<file path="src/rtl/cdc_top.sv">
// cdc_top: toggle req/ack handshake moving one payload word from a
// send half to a receive half, each crossing through SYNC_STAGES flops.
// Ports:
//   clk      in   single clock, rising edge
//   reset    in   asynchronous active-high reset
//   data_i   in   payload, captured on an accepted valid_i rise
//   valid_i  in   transfer request, a 0->1 edge starts a transfer
//   data_o   out  last delivered payload, registered
//   valid_o  out  one-cycle pulse marking new data_o
//   busy_o   out  high while a transfer is in flight
//   err_o    out  sticky flag for an ignored request
//                 (only with CDC_TOP_OVERRUN_ERR_EN defined)
module cdc_top #(
  parameter int DATA_WIDTH  = 8,
  parameter int SYNC_STAGES = 2
) (
  input  logic                  clk,
  input  logic                  reset,
  input  logic [DATA_WIDTH-1:0] data_i,
  input  logic                  valid_i,
  output logic [DATA_WIDTH-1:0] data_o,
  output logic                  valid_o,
`ifdef CDC_TOP_OVERRUN_ERR_EN
  output logic                  busy_o,
  output logic                  err_o
`else
  output logic                  busy_o
`endif
);

  typedef enum logic [1:0] {
    IDLE,
    WAIT_RX,
    WAIT_ACK
  } state_t;

  state_t r_state;
  state_t w_next;

  logic                   r_prev_valid;
  logic                   r_armed;
  logic                   r_req;
  logic [DATA_WIDTH-1:0]  r_hold;
  logic [SYNC_STAGES-1:0] r_ack_sync;

  logic [SYNC_STAGES-1:0] r_req_sync;
  logic                   r_req_seen;
  logic                   r_ack;
  logic [DATA_WIDTH-1:0]  r_data;
  logic                   r_valid;

  logic w_rise;
  logic w_accept;
  logic w_ack_new;
  logic w_ack_done;
  logic w_req_new;

  // r_armed blocks a start on the first edge after reset, so a
  // valid_i already high at release is never seen as a rise.
  assign w_rise   = valid_i & ~r_prev_valid & r_armed;
  assign w_accept = w_rise & (r_state == IDLE);

  // The ack change is caught one stage early (last two stages differ)
  // so WAIT_ACK can close on the fully synchronized ack next cycle.
  assign w_ack_new  = r_ack_sync[SYNC_STAGES-1]
                    ^ r_ack_sync[SYNC_STAGES-2];
  assign w_ack_done = (r_ack_sync[SYNC_STAGES-1] == r_req);

  assign w_req_new = r_req_sync[SYNC_STAGES-1] ^ r_req_seen;

  always_comb begin
    w_next = r_state;
    case (r_state)
      IDLE:     if (w_accept)   w_next = WAIT_RX;
      WAIT_RX:  if (w_ack_new)  w_next = WAIT_ACK;
      WAIT_ACK: if (w_ack_done) w_next = IDLE;
      default:  w_next = IDLE;
    endcase
  end

  // Send half
  always_ff @(posedge clk or posedge reset) begin
    if (reset) begin
      r_state      <= IDLE;
      r_prev_valid <= 1'b0;
      r_armed      <= 1'b0;
      r_req        <= 1'b0;
      r_hold       <= '0;
      r_ack_sync   <= '0;
    end else begin
      r_state      <= w_next;
      r_prev_valid <= valid_i;
      r_armed      <= 1'b1;
      r_ack_sync   <= {r_ack_sync[SYNC_STAGES-2:0], r_ack};
      if (w_accept) begin
        r_hold <= data_i;
        r_req  <= ~r_req;
      end
    end
  end

  // Receive half; r_hold is stable here because it only
  // reloads in IDLE, after the previous ack has returned.
  always_ff @(posedge clk or posedge reset) begin
    if (reset) begin
      r_req_sync <= '0;
      r_req_seen <= 1'b0;
      r_ack      <= 1'b0;
      r_data     <= '0;
      r_valid    <= 1'b0;
    end else begin
      r_req_sync <= {r_req_sync[SYNC_STAGES-2:0], r_req};
      r_req_seen <= r_req_sync[SYNC_STAGES-1];
      r_valid    <= w_req_new;
      if (w_req_new) begin
        r_data <= r_hold;
        r_ack  <= ~r_ack;
      end
    end
  end

`ifdef CDC_TOP_OVERRUN_ERR_EN
  logic r_err;

  always_ff @(posedge clk or posedge reset) begin
    if (reset) begin
      r_err <= 1'b0;
    end else if (w_rise && r_state != IDLE) begin
      r_err <= 1'b1;
    end
  end

  assign err_o = r_err;
`endif

  assign data_o  = r_data;
  assign valid_o = r_valid;
  assign busy_o  = (r_state != IDLE);

endmodule

</file>
<file path="config.mk">
export PLATFORM = sky130hd
export DESIGN_NAME = cdc_top
export DESIGN_NICKNAME = d
export VERILOG_FILES = /design/src/rtl/cdc_top.sv
export SDC_FILE = /design/constraint.sdc
export NUM_CORES = 1
export LEC_CHECK = 0
export CORE_ASPECT_RATIO = 0.7
export CORE_MARGIN = 2
export CORE_UTILIZATION = 30
export DETAILED_ROUTE_END_ITERATION = 7
export GPL_TIMING_DRIVEN = 1
export PLACE_DENSITY_LB_ADDON = 0.08
export SLEW_MARGIN = 10
export SYNTH_ARGS = -nofsm -noshare
export SYNTH_HDL_FRONTEND = slang
export SYNTH_SLANG_ARGS = --single-unit
</file>
<file path="constraint.sdc">
create_clock -name clk -period 1.6 [get_ports clk]
set_input_delay 0.16 -clock clk [delete_from_list [all_inputs] [get_ports clk]]
set_output_delay 0.16 -clock clk [all_outputs]
set_load 0.1 [all_outputs]
</file>
==> impl_metrics.csv, run 1 <==
group,metric,value,unit
layout,stdcell_count,126,
global_route,grt_pass1_wl,2730,µm
worst_setup_path,cp_slowest_stage_delay,0.42,ns
synth,synth_edf_count,0,
clock_network,post_cts_resized,0,
layout,multi_input_area,295,µm²
worst_setup_path,critPathRequiredTime,1.76,ns
layout,fill_cells,288,
die,start_util,0.317,
synth,synth_commonest_cells,"28 x dfrtp_1, 16 x mux2_2",
clock_network,clockBufferDepth,2,
drt,wl,1490,µm
drt,drtIter0Drc,16,
sta,rsz0062_at_grt,"no",
global_route,antenna_found_initial,0,
worst_setup_path,path_max_fanout,7,
clock_network,clock_latency,0.26,ns
synth,syn_inst,60,
die,rows,17,
sta,worst_clock_skew,0.00155,ns
sta,setup_slack,0.139,ns
worst_setup_path,critPathCaptureType,"register",
placement,io_buffers,20,
die,die_height,52.4,µm
layout,regArea,701,µm²
clock_network,htree_num_levels,1,
synth,yosysSeqAreaShare,0.698,
drt,avgViaCountPerCell,4.17,
synth,async_flop_share,1.00,
layout,finish.net_count,100,
worst_setup_path,crit_chain,"or2_4 > nor3_4 > buf_4 > mux2_2",
layout,syn_to_final_growth,43.1,%
synth,synth_top_area_share,0.698,
synth,syn-mean-instance-area,16.7,µm²
synth,synth-seq-cells,28,
layout,final_layout_size_suffix_gt1_frac,0.432,
synth,synth_most_common_cell,"dfrtp_1",
drt,vias,525,
synth,synth_top_cell_by_area,"dfrtp_1",
sta,finalSetupTns,0,ns
global_route,gr-usage-all-layers,0.0992,
status,outcome,"finished, final reports clean",
die,die_x,73.1,µm
synth,synthDistinctLibCells,14,
clock_network,clock-root-buffer,"clkbuf_8",
drt,route.detailed.wl_per_inst,11.8,µm
synth,synth_area_leaders,"dfrtp_1 70%, mux2_2 18%, xnor2_1 1.7%, xor2_1 1.7%, nor3_4 1.6%",
global_route,grt_overflow,0,
die,io_pins,21,
placement,pre_cts_ws,0.0387,ns
worst_setup_path,cp-start-kind,"register",
worst_setup_path,cp_num_buf_inv,1,
clock_network,cts_tree,"built",
drt,drcViolationCount,0,
synth,yosysWarnings,0,
die,coreArea,3170,µm²
clock_network,cts.sinks,28,
worst_setup_path,crit_type,"reg -> reg",
worst_setup_path,cp_top_family,"flip-flops",
synth,synth_area,1000,µm²
layout,fin_util,0.453,
drt,drtPass1Iterations,2,
clock_network,cts_setup_buffers,0,
sta,finalSetupViolCount,0,
synth,syn-num-nets,71,
global_route,grt_pass1_vias,605,
sta,finalCritPeriodShare,0.913,
min_path,hp-class,"in -> async",
placement,routabilityCongestion,0.689,
sta,fmax,0.684,GHz
die,dieArea,3830,µm²
layout,diodes,0,
sta,fin_crit,1.46,ns
placement,placed_cells,122,
global_route,grt_max_degree,29,
worst_setup_path,worstPathArrival,1.62,ns
clock_network,numCtsBuffers,3,
clock_network,clk_pin_slew,0.09,ns
worst_setup_path,slowest_stage,"dfrtp_1",
synth,synthFlopType,"dfrtp_1",
sta,hold_violations,0,
drt,ant_nets,0,
job,maxCapViolCount,0,
sta,drv_slew,0,
clock_network,cts_hold_buf,0,
-- worst register-to-register path, delay by kind of cell, from the launching register on --
| family | cells | cell delay, ns |
|---|---|---|
| buffers and inverters | 1 | 0.19 |
| DFF | 1 | 0.42 |
| muxes | 1 | 0.34 |
| and+or+nand+nor | 2 | 0.42 |
-- per-layer routing --
metal / up-vias / GRT usage / routed length [µm]
met4: 0 / 0.0370 / 14
li1: 255 / - / -
met1: 252 / 0.128 / 708
met3: 2 / 0.0500 / 140
met5: - / 0 / 0
met2: 16 / 0.141 / 628
-- final timing paths --
path                                    startpoint                       to  slack (ns)  depth (start not counted)
max                         r_state[1]$_DFFE_PP0P_    r_hold[2]$_DFFE_PP0P_        0.14                          4
min reg2reg                r_req_sync[0]$_DFF_PP0_  r_req_sync[1]$_DFF_PP0_        0.35                          0
min in group clk           r_req_sync[0]$_DFF_PP0_  r_req_sync[1]$_DFF_PP0_        0.35                          0
max in group asynchronous                    reset    data_o[6]$_DFFE_PP0P_        1.10                          3
max reg2reg                 r_state[1]$_DFFE_PP0P_    r_hold[2]$_DFFE_PP0P_        0.14                          4
min                                          reset    data_o[7]$_DFFE_PP0P_        0.24                          3
-- sequential cells by signal, indices dropped and copies added (netlist names) --
name	count
r_armed	1
r_hold	8
r_prev_valid	1
r_req_seen	1
r_req	1
r_req_sync	2
r_ack	1
r_ack_sync	2
valid_o	1
data_o	8
r_state	2
-- through the flow --
step                      hold WS [ns]  cell area [µm²]
after floorplan                  0.191             1000
after global placement           0.334             1380
after detailed placement         0.336             1380
after CTS                        0.254             1440
after global routing             0.281             1440
final                            0.243             1440
-- area by class of cell --
cell class	count	share of cell area
Sequential cell	28	0.488
Clock buffer	4	0.0383
Timing Repair Buffer	24	0.230
Multi-Input combinational cell	30	0.206
Inverter	2	0.00523
Tap cell	38	0.0331
-- cell families after synthesis --
logic type                share of synthesized area
buffers and inverters                       0.00748
muxes                                         0.180
DFF                                           0.698
xor gates and xnor gates                     0.0511
and+or+nand+nor                              0.0536
AOI/OAI and AO/OA                           0.00624
other                                       0.00374
-- cell usage in the layout, fill, tap and decap left out --
| cell type | netlist | final |
|---|---|---|
| buf_12 | 0 | 10 |
| buf_4 | 0 | 4 |
| clkbuf_8 | 0 | 4 |
| clkdlybuf4s50_1 | 0 | 10 |
| conb_1 | 1 | 1 |
| dfrtp_1 | 28 | 28 |
| inv_1 | 2 | 2 |
| mux2_2 | 16 | 16 |
| nand2_1 | 2 | 2 |
| nor3_4 | 1 | 1 |
| nor3b_1 | 1 | 1 |
| o22ai_1 | 1 | 1 |
| or2_2 | 1 | 1 |
| or2_4 | 1 | 1 |
| or2b_1 | 1 | 1 |
| xnor2_1 | 2 | 2 |
| xnor2_2 | 1 | 1 |
| xor2_1 | 2 | 2 |
Power of run 1 is not shown: default switching activity piles up to over one toggle a cycle in this logic, so the estimate is an artifact.
==> inputs of run 2 (changes only) <==
Settings changed: CTS_BUF_LIST from default to sky130_fd_sc_hd__clkbuf_8, DONT_BUFFER_PORTS from default to 1.
==> impl_metrics.csv, run 2 (same netlist as run 1, synthesis figures left out) <==
group,metric,value,unit
worst_setup_path,worstPathArrival,1.58,ns
worst_setup_path,cp_top_family,"flip-flops",
layout,final_layout_size_suffix_gt1_frac,0.468,
die,rows,17,
global_route,grt_max_degree,29,
global_route,grt_overflow,0,
global_route,use_met2,0.144,
worst_setup_path,cp_num_buf_inv,1,
placement,routabilityCongestion,0.644,
layout,stdcell_count,117,
drt,route.detailed.wl_per_inst,12.8,µm
sta,finalCritPeriodShare,0.886,
clock_network,cts.sinks,28,
die,coreArea,3170,µm²
layout,diodes,0,
layout,final_cell_mix,"28 x dfrtp_1, 16 x mux2_2, 14 x buf_4",
worst_setup_path,cp_slowest_stage_delay,0.41,ns
clock_network,clock-root-buffer,"clkbuf_8",
clock_network,post_cts_resized,0,
layout,regArea,701,µm²
drt,vias,502,
global_route,grtUsageMet3,0.0596,
worst_setup_path,critPathCaptureType,"register",
clock_network,clk_pin_slew,0.09,ns
clock_network,clockBufferDepth,2,
clock_network,cts_setup_buffers,0,
clock_network,cts_hold_buf,2,
placement,placed_cells,112,
global_route,grt_busiest_layer,"met2",
drt,avgViaCountPerCell,4.29,
status,outcome,"finished, final reports clean",
clock_network,clock_latency,0.27,ns
drt,wl,1500,µm
drt,ant_nets,0,
global_route,grt_pass1_vias,529,
clock_network,numCtsBuffers,3,
global_route,antenna_found_initial,0,
worst_setup_path,critPathRequiredTime,1.76,ns
drt,drtPass1Iterations,2,
worst_setup_path,slowest_stage,"dfrtp_1",
clock_network,htree_num_levels,1,
sta,fmax,0.705,GHz
placement,io_buffers,0,
layout,multi_input_area,295,µm²
sta,hold_violations,0,
worst_setup_path,crit_type,"reg -> reg",
layout,syn_to_final_growth,21.3,%
die,io_pins,21,
placement,hpwl,1050,µm
clock_network,cts_tree,"built",
sta,worst_clock_skew,0.00166,ns
sta,rsz0062_at_grt,"no",
worst_setup_path,cp-start-kind,"register",
sta,fin_crit,1.42,ns
drt,drtIter0Drc,4,
global_route,gr-usage-all-layers,0.0982,
sta,drv_slew,0,
layout,finish.net_count,92,
worst_setup_path,path_max_fanout,5,
layout,fin_util,0.384,
sta,finalSetupViolCount,0,
layout,layout_commonest_cell,"dfrtp_1",
die,die_height,52.4,µm
min_path,hp-class,"in -> reg",
placement,pre_cts_ws,0.169,ns
job,maxCapViolCount,0,
die,dieArea,3830,µm²
sta,setup_slack,0.182,ns
die,die_x,73.1,µm
die,start_util,0.317,
sta,finalSetupTns,0,ns
global_route,met1_usage,0.121,
layout,fill_cells,309,
global_route,grt_pass1_wl,2710,µm
drt,drcViolationCount,0,
worst_setup_path,crit_chain,"or2_4 > nor3_4 > buf_4 > mux2_2",
## run 2: final cells by class
| class | instances | area share |
|---|---|---|
| clock buffers | 3 | 0.0339 |
| inverters | 2 | 0.00617 |
| multi-input cells | 30 | 0.243 |
| flip-flops and latches | 28 | 0.576 |
| well taps | 38 | 0.0391 |
| repair buffers | 16 | 0.103 |
## run 2: worst paths after layout
kind / from / endpoint / slack (ns) / cells past startpoint
worst min register to register: r_req_sync[0]$_DFF_PP0_ / r_req_sync[1]$_DFF_PP0_ / 0.37 / 0
min in group asynchronous: reset / data_o[7]$_DFFE_PP0P_ / 0.38 / 3
max in group asynchronous: reset / r_req_sync[1]$_DFF_PP0_ / 0.96 / 3
worst max register to register: r_state[1]$_DFFE_PP0P_ / r_hold[6]$_DFFE_PP0P_ / 0.18 / 4
worst min-delay path: data_i[3] / r_hold[3]$_DFFE_PP0P_ / 0.04 / 1
worst max-delay path: r_state[1]$_DFFE_PP0P_ / r_hold[6]$_DFFE_PP0P_ / 0.18 / 4
## run 2: per-layer routing
metal,wire [µm],vias up
met5,0,-
met4,0,0
met3,128,0
met2,647,15
li1,-,236
met1,726,251
## run 2: through the flow
stage               cell area, µm²  hold slack (ns)
floorplan                     1000            0.191
global placement              1160            0.140
detailed placement            1160            0.139
CTS                           1220           0.0279
global route                  1220           0.0122
finish                        1220           0.0360
Power of run 2 is left out for the same reason.
